--- config.mk ---
export PLATFORM = sky130hd
export DESIGN_NAME = uart_tx_periph
export DESIGN_NICKNAME = d
export VERILOG_FILES = /design/src/rtl/uart_tx_periph.sv
export SDC_FILE = /design/constraint.sdc
export NUM_CORES = 1
export LEC_CHECK = 0
export ABC_AREA = 1
export BUFFER_PORTS_ARGS = -buffer_cell sky130_fd_sc_hd__buf_2
export CORE_UTILIZATION = 27
export CTS_CLUSTER_SIZE = 12
export DETAILED_ROUTE_END_ITERATION = 12
export SYNTH_ARGS = -nofsm -noshare
export SYNTH_HDL_FRONTEND = slang
export SYNTH_SLANG_ARGS = --single-unit
export TNS_END_PERCENT = 100
--- constraint.sdc ---
create_clock -name sysclk -period 3.8 [get_ports sysclk]
set_clock_uncertainty 0.05 [all_clocks]
set_input_delay 0.38 -clock sysclk [delete_from_list [all_inputs] [get_ports sysclk]]
set_output_delay 0.38 -clock sysclk [all_outputs]
set_load 0.005 [all_outputs]
--- src/rtl/uart_tx_periph.sv ---
// rtl/uart_tx_periph.sv - memory-mapped UART transmitter with TXD/CON registers and level interrupt
// Optional even-parity bit between data and stop: define UART_TX_PARITY_EN.
module uart_tx_periph #(
    parameter int unsigned CLKS_PER_BIT = 5208,
    parameter logic [31:0] BASE_ADDR    = 32'h40000018
) (
    input  logic        sysclk,
    input  logic        reset,
    input  logic        rd,
    input  logic        wr,
    input  logic [31:0] addr,
    input  logic [31:0] wdata,
    output logic [31:0] rdata,
    output logic        UART_TX,
    output logic        irqout
);
    localparam logic [2:0] ST_IDLE   = 3'd0;
    localparam logic [2:0] ST_START  = 3'd1;
    localparam logic [2:0] ST_DATA   = 3'd2;
    localparam logic [2:0] ST_STOP   = 3'd3;
`ifdef UART_TX_PARITY_EN
    localparam logic [2:0] ST_PARITY = 3'd4;
`endif
    localparam logic [15:0] BAUD_LAST = 16'(CLKS_PER_BIT - 1);
    localparam logic [31:0] CON_ADDR  = BASE_ADDR + 32'd8;

    logic [2:0]  state_q, state_d;
    logic [15:0] baud_q, baud_d;
    logic [2:0]  bit_idx_q, bit_idx_d;
    logic [7:0]  shift_q, shift_d;
    logic [7:0]  txd_q, txd_d;
    logic        irq_en_q, irq_en_d;
    logic        done_q, done_d;
    logic        tx_q, tx_d;

    logic txd_hit, con_hit, period_end, set_done, busy;
    logic unused_wdata;

    assign txd_hit      = (addr == BASE_ADDR);
    assign con_hit      = (addr == CON_ADDR);
    assign period_end   = (baud_q == BAUD_LAST);
    assign busy         = (state_q != ST_IDLE);
    assign unused_wdata = ^wdata[31:8];

    always_comb begin
        state_d   = state_q;
        baud_d    = baud_q;
        bit_idx_d = bit_idx_q;
        shift_d   = shift_q;
        txd_d     = txd_q;
        irq_en_d  = irq_en_q;
        done_d    = done_q;
        set_done  = 1'b0;

        // Counter restarts on every state entry so each bit period is exactly CLKS_PER_BIT.
        if (state_q != ST_IDLE) begin
            baud_d = period_end ? 16'd0 : baud_q + 16'd1;
        end

        case (state_q)
            ST_IDLE: begin
                if (wr && txd_hit) begin
                    state_d = ST_START;
                    shift_d = wdata[7:0];
                    txd_d   = wdata[7:0];
                    baud_d  = 16'd0;
                end
            end
            ST_START: begin
                if (period_end) state_d = ST_DATA;
            end
            ST_DATA: begin
                if (period_end) begin
                    bit_idx_d = bit_idx_q + 3'd1;
                    if (bit_idx_q == 3'd7) begin
`ifdef UART_TX_PARITY_EN
                        state_d = ST_PARITY;
`else
                        state_d = ST_STOP;
`endif
                    end
                end
            end
`ifdef UART_TX_PARITY_EN
            ST_PARITY: begin
                if (period_end) state_d = ST_STOP;
            end
`endif
            ST_STOP: begin
                if (period_end) begin
                    state_d  = ST_IDLE;
                    set_done = 1'b1;
                end
            end
            default: state_d = ST_IDLE;
        endcase

        if (wr && con_hit) begin
            irq_en_d = wdata[0];
            if (wdata[1]) done_d = 1'b0;
        end
        // Frame completion overrides a software clear landing on the same edge.
        if (set_done) done_d = 1'b1;

        // Line level is derived from the next state so UART_TX is a glitch-free flop.
        case (state_d)
            ST_START:  tx_d = 1'b0;
            ST_DATA:   tx_d = shift_d[bit_idx_d];
`ifdef UART_TX_PARITY_EN
            ST_PARITY: tx_d = ^shift_d;
`endif
            default:   tx_d = 1'b1;
        endcase
    end

    always_ff @(posedge sysclk) begin
        if (reset) begin
            state_q   <= ST_IDLE;
            baud_q    <= 16'd0;
            bit_idx_q <= 3'd0;
            shift_q   <= 8'h00;
            txd_q     <= 8'h00;
            irq_en_q  <= 1'b0;
            done_q    <= 1'b0;
            tx_q      <= 1'b1;
        end else begin
            state_q   <= state_d;
            baud_q    <= baud_d;
            bit_idx_q <= bit_idx_d;
            shift_q   <= shift_d;
            txd_q     <= txd_d;
            irq_en_q  <= irq_en_d;
            done_q    <= done_d;
            tx_q      <= tx_d;
        end
    end

    always_comb begin
        rdata = 32'h0;
        if (rd && txd_hit)      rdata = {24'h0, txd_q};
        else if (rd && con_hit) rdata = {29'h0, busy, done_q, irq_en_q};
    end

    assign UART_TX = tx_q;
    assign irqout  = done_q & irq_en_q;

endmodule
# ---- After elaboration in Yosys (flattened, before gate mapping)
# Index checks and enable logic that the tools add are counted.
dict set report op_classes {
  n_addsub 2
  magnitude_cmp 1
  n_eq_ne 9
  muxes 24
  bitwise 1
  n_reduce_logical 10
}
# op count
set ops {}
lappend ops {{equality test 32 x 31 -> 1 bit, second input constant} 2}
lappend ops {{2-to-1 mux 16 bit} 4}
lappend ops {{2-to-1 mux 3 bit} 8}
lappend ops {{2-to-1 mux 8 bit} 3}
lappend ops {{adder 16 x 1 -> 16 bit, second input constant} 1}
lappend ops {{equality test 16 x 13 -> 1 bit, second input constant} 1}
lappend ops {{one-hot mux 3 bit (4 select lines)} 1}
lappend ops {{equality test 3 x 2 -> 1 bit, second input constant} 3}
lappend ops {{equality test 3 x 1 -> 1 bit, second input constant} 2}
lappend ops {{2-to-1 mux 1 bit} 6}
lappend ops {{logical AND 1 bit} 4}
lappend ops {{less-than comparator 3 x 4 -> 1 bit, second input constant} 1}
lappend ops {{AND reduction 2 bit} 2}
lappend ops {{nonzero test 2 bit} 2}
lappend ops {{adder 3 x 1 -> 3 bit, second input constant} 1}
lappend ops {{binary-select mux 1 bit (select 3 bit)} 1}
lappend ops {{equality test 3 bit, second input constant} 1}
lappend ops {{zero test 3 bit} 1}
lappend ops {{nonzero test 3 bit} 1}
lappend ops {{one-hot mux 1 bit (2 select lines)} 1}
lappend ops {{bitwise AND 1 bit} 1}
dict set report totals {
  ff_bits 41
  in_bits 68
  output_inout_bits 34
  wordCells 55
}

# ---- Depth between registers and ports, before layout
dict set report logic_depth {
  ltp_word 7
  ltp_mapped 16
  ltp_nobuf 15
}

# ---- Worst setup path before layout
# Ideal clock, no wire load.
dict set report synth_path {
  path_type {flip-flop to flip-flop}
  start {reg baud_q[0]}
  end {reg tx_q (netlist: UART_TX)}
  setup_ps 109
  arrival_ps 1530
  required_ps 3641
  path_slack_ps 2111
  path_stages_with_launch 12
  path_cell_list {dfxtp_1 > ha_1 > nand3_1 > nor2_4 > nand2_2 > nor2_1 > a211oi_1 > or2_2 > nor2_1 > nand3_1 > nand2_1 > inv_1}
}
dict set report synth_between {
  elab_chain_len 6
}
# item line_no
set synth_lines {}
lappend synth_lines {{start, declared} 28} ;# logic [15:0] baud_q, baud_d;
lappend synth_lines {{start signal, assigned} 128} ;# baud_q <= baud_d;
lappend synth_lines {{equality test 16 x 13 -> 1 bit (*)} 41} ;# assign period_end = (baud_q == BAUD_LAST);
lappend synth_lines {{2-to-1 mux 3 bit} 73} ;# if (period_end) begin
lappend synth_lines {{2-to-1 mux 3 bit} 60} ;# case (state_q)
lappend synth_lines {{binary-select mux 1 bit (select 3 bit)} 108} ;# ST_DATA: tx_d = shift_d[bit_idx_d];
lappend synth_lines {{2-to-1 mux 1 bit (implied by the code)} 108}
lappend synth_lines {{one-hot mux 1 bit (2 select lines) (*)} 106} ;# case (state_d)
lappend synth_lines {{end signal, assigned} 134} ;# tx_q <= tx_d;
lappend synth_lines {{end, declared} 34} ;# logic tx_q, tx_d;
# Mark *: on every way between the ends. The rest lies on a longest branch, timed or not. The select of a mux whose other input is x is not followed.
# A chain may end at the register's enable or synchronous reset.

# ---- Final worst setup path
dict set report layout_path {
  start {in addr[15]}
  end {out rdata[7]}
}
dict set report layout_between {
  elab_chain_len 3
}
# item line_no
set layout_lines {}
lappend layout_lines {{start, declared} 11} ;# input logic [31:0] addr,
lappend layout_lines {{equality test 32 x 31 -> 1 bit} 39} ;# assign txd_hit = (addr == BASE_ADDR);
lappend layout_lines {{logical AND 1 bit} 140} ;# if (rd && txd_hit) rdata = {24'h0, txd_q};
lappend layout_lines {{2-to-1 mux 8 bit} 140}
lappend layout_lines {{end, declared} 13} ;# output logic [31:0] rdata,
# No other way between the ends.

==> impl_metrics.py <==
metrics = {
    "critical_path": {
        "regToRegStartpoint": "state_q[2]",
        "crit_chain": "buf_2 -> nor2_1 -> nand2_1 -> nor2_1 -> nand2_1 -> nor2_2 -> nand2_1 -> nor2_1 -> buf_2",
        "worstSetupPathType": "in -> out",
        "crit_buf_inv": 2,
        "critPathLaunch": "addr[15]",
        "end_kind": "output pin",
        "critPathTopFamily": "simple AND/OR/NAND/NOR gates",
        "crit_slowest_cell": "nor2_2",
        "critPathLaunchType": "primary input",
        "cp_max_fo": 13,
        "crit_arrival_ns": 1.75,
        "worst_ep_required_time_ns": 3.37,
        "slowest_delay_ns": 0.37,
    },
    "pwr": {
        "swShare_pct": 23.0,
        "power_density_nw_per_um2": 280,
        "ir_worst_vdd_uv": 106,
        "p_switching_mw": 0.174,
        "leakage_nw": 1.25,
        "p_int_mw": 0.583,
        "p_clk_share_pct": 35.2,
        "combPwrFrac_pct": 7.5,
        "seqPwrFrac_pct": 57.4,
    },
    "min_path": {
        "hp-class": "in -> reg",
        "min_from": "wdata[0]",
    },
    "place": {
        "gp_congestion": 0.826,
        "io_buffers": 53,
        "dp_hpwl_microns": 3750,
        "placed_cell_area_sq_um": 2630,
    },
    "drt": {
        "wl_microns": 4650,
        "ant_nets": 0,
        "vias": 2183,
        "dr.first_iter.drc_count": 95,
        "wire_per_inst_microns": 9.17,
        "drt-vias-per-instance": 4.31,
        "drt_first_pass_iters": 4,
        "drc_errors": 0,
    },
    "clock_network": {
        "cts.hold.buffers_added": 0,
        "cts_root_buffer": "clkbuf_8",
        "cts_tree": "yes",
        "cts-buffers-inserted": 5,
        "ctsResizeCount": 0,
        "clockBufferDepth": 2,
        "cts_sinks": 41,
        "clkTransAtPathRegs_ns": 0.07,
        "clk_latency_ns": 0.29,
        "h-tree-depth": 2,
        "cts_setup_buffers": 0,
    },
    "logic_synthesis": {
        "synth_top_family_by_area": "simple AND/OR/NAND/NOR gates",
        "synth.distinct_cells": 32,
        "synthAdderAreaFrac_pct": 1.60,
        "synth_edf_count": 0,
        "yosys.area_share.xor_xnor_pct": 1.49,
        "syn-cell-area_sq_um": 2350,
        "ys_async_sr_fraction_pct": 0,
        "synth.area.mux_share_pct": 0,
        "yosysWarnings": 0,
        "synth.avg_cell_area_sq_um": 6.79,
        "yosys.area_share.simple_pct": 38.0,
        "ys_seq_elements": 41,
        "seq_area_frac_synth_pct": 34.9,
        "postSynthCellCount": 346,
        "ys.flop_type": "dfxtp_1",
        "synth_compound_area_share_pct": 7.72,
    },
    "timing": {
        "fmax_mhz": 459,
        "rsz0062_at_grt": "no",
        "fin_crit_ns": 2.18,
        "period_share_pct": 57.3,
        "slew_viol_final": 0,
        "fin_tns_setup_ns": 0,
        "finalHoldViolations": 0,
        "setup_viol": 0,
    },
    "die": {
        "die_y_microns": 95.3,
        "die_w_microns": 95.3,
        "coreArea_sq_um": 8300,
        "start_util_pct": 28.3,
        "dieArea_sq_um": 9080,
        "fp-row-count": 33,
        "ios": 102,
    },
    "layout": {
        "nFillCells": 914,
        "fin_area_sq_um": 2710,
        "diodes": 0,
        "final_common_cell": "nand2_1",
        "nNetsFinal": 472,
        "drive_gt1_share_pct": 19.9,
        "final_cell_mix": "nand2_1 (69), buf_2 (53), nor2_1 (52)",
        "syn_to_final_growth_pct": 15.3,
    },
    "global_route": {
        "grt_overflow_total": 0,
        "antenna_found_initial": 0,
        "grt_max_degree": 24,
        "grt_pass1_vias": 1960,
        "grt_pass1_wl_microns": 8000,
        "grt_use_total_pct": 10.9,
    },
    "job": {
        "drv_cap": 0,
    },
    "run_status": {
        "outcome": "finished, final reports clean",
    },
}
## synthesized netlist by cell type, types with 4 or more instances
master | instances | share of area (%)
o21ai_0 | 8 | 1.7
dfxtp_1 | 41 | 35
nor2_1 | 52 | 8.3
nor3_1 | 6 | 1.3
buf_4 | 27 | 8.6
a21oi_1 | 22 | 4.7
nand3_1 | 32 | 6.8
inv_1 | 43 | 6.9
nand2_1 | 69 | 11
nand2_2 | 4 | 1.1
nand4_1 | 7 | 1.9
## power groups by stage
stage | registers [mW] | logic (mW) | clock network, mW
after floorplan | 0.444 | 0.0470 | 0
after global placement | 0.444 | 0.0564 | 0
after detailed placement | 0.444 | 0.0568 | 0
after CTS | 0.434 | 0.0569 | 0.279
after global routing | 0.435 | 0.0673 | 0.291
final | 0.434 | 0.0565 | 0.267
## registers in the layout, summed over array words and instances (netlist names)
signal,cells
UART_TX,1
txd_q,8
irq_en_q,1
shift_q,8
baud_q,16
bit_idx_q,3
state_q,3
done_q,1
## worst paths after layout
kind,to,slack (ns),depth (start not counted)
min reg2reg,txd_q[6],0.42,2
max reg2reg,UART_TX,1.85,12
min,irq_en_q,0.30,3
max,rdata[7],1.62,9
## per-stage QoR
step	cells	worst slack, ns	hold slack [ns]	utilization [%]	power, mW
floorplan	370	2.11	0.389	-	0.491
global placement	499	1.59	0.399	31.6	0.501
detailed placement	499	1.57	0.406	31.6	0.501
CTS	507	1.57	0.302	32.6	0.770
global route	507	1.38	0.335	32.6	0.793
finish	507	1.62	0.304	32.6	0.757
## worst min-delay path, delay by kind of cell
family / cells / cell delay (ns)
AND/OR/NAND/NOR: 2 / 0.13
buffers and inverters: 1 / 0.10
## cell families after synthesis
group,Yosys count
buffers and inverters,74
adder cells (fa/ha/maj),3
other,1
XOR/XNOR,4
flip-flops,41
AND/OR/NAND/NOR,189
AO/OA/AOI/OAI,34
## per-layer routing
metal | vias up | global-route usage [%] | wire (microns)
met4 | 0 | 4.04 | 88
met3 | 8 | 1.28 | 179
met1 | 961 | 12.7 | 2140
met5 | - | 0 | 0
met2 | 49 | 20.0 | 2240
li1 | 1165 | - | -
## cell type report
class,instances,area [sq um],area share (%)
multi-input cells,255,1240,45.8
clock inverters,2,10.0,0.370
flip-flops and latches,41,821,30.3
inverters,45,169,6.24
well taps,105,131,4.85
repair buffers,53,265,9.79
clock buffers,6,72.6,2.68
Note: power is estimated with default switching activity, not from simulation.
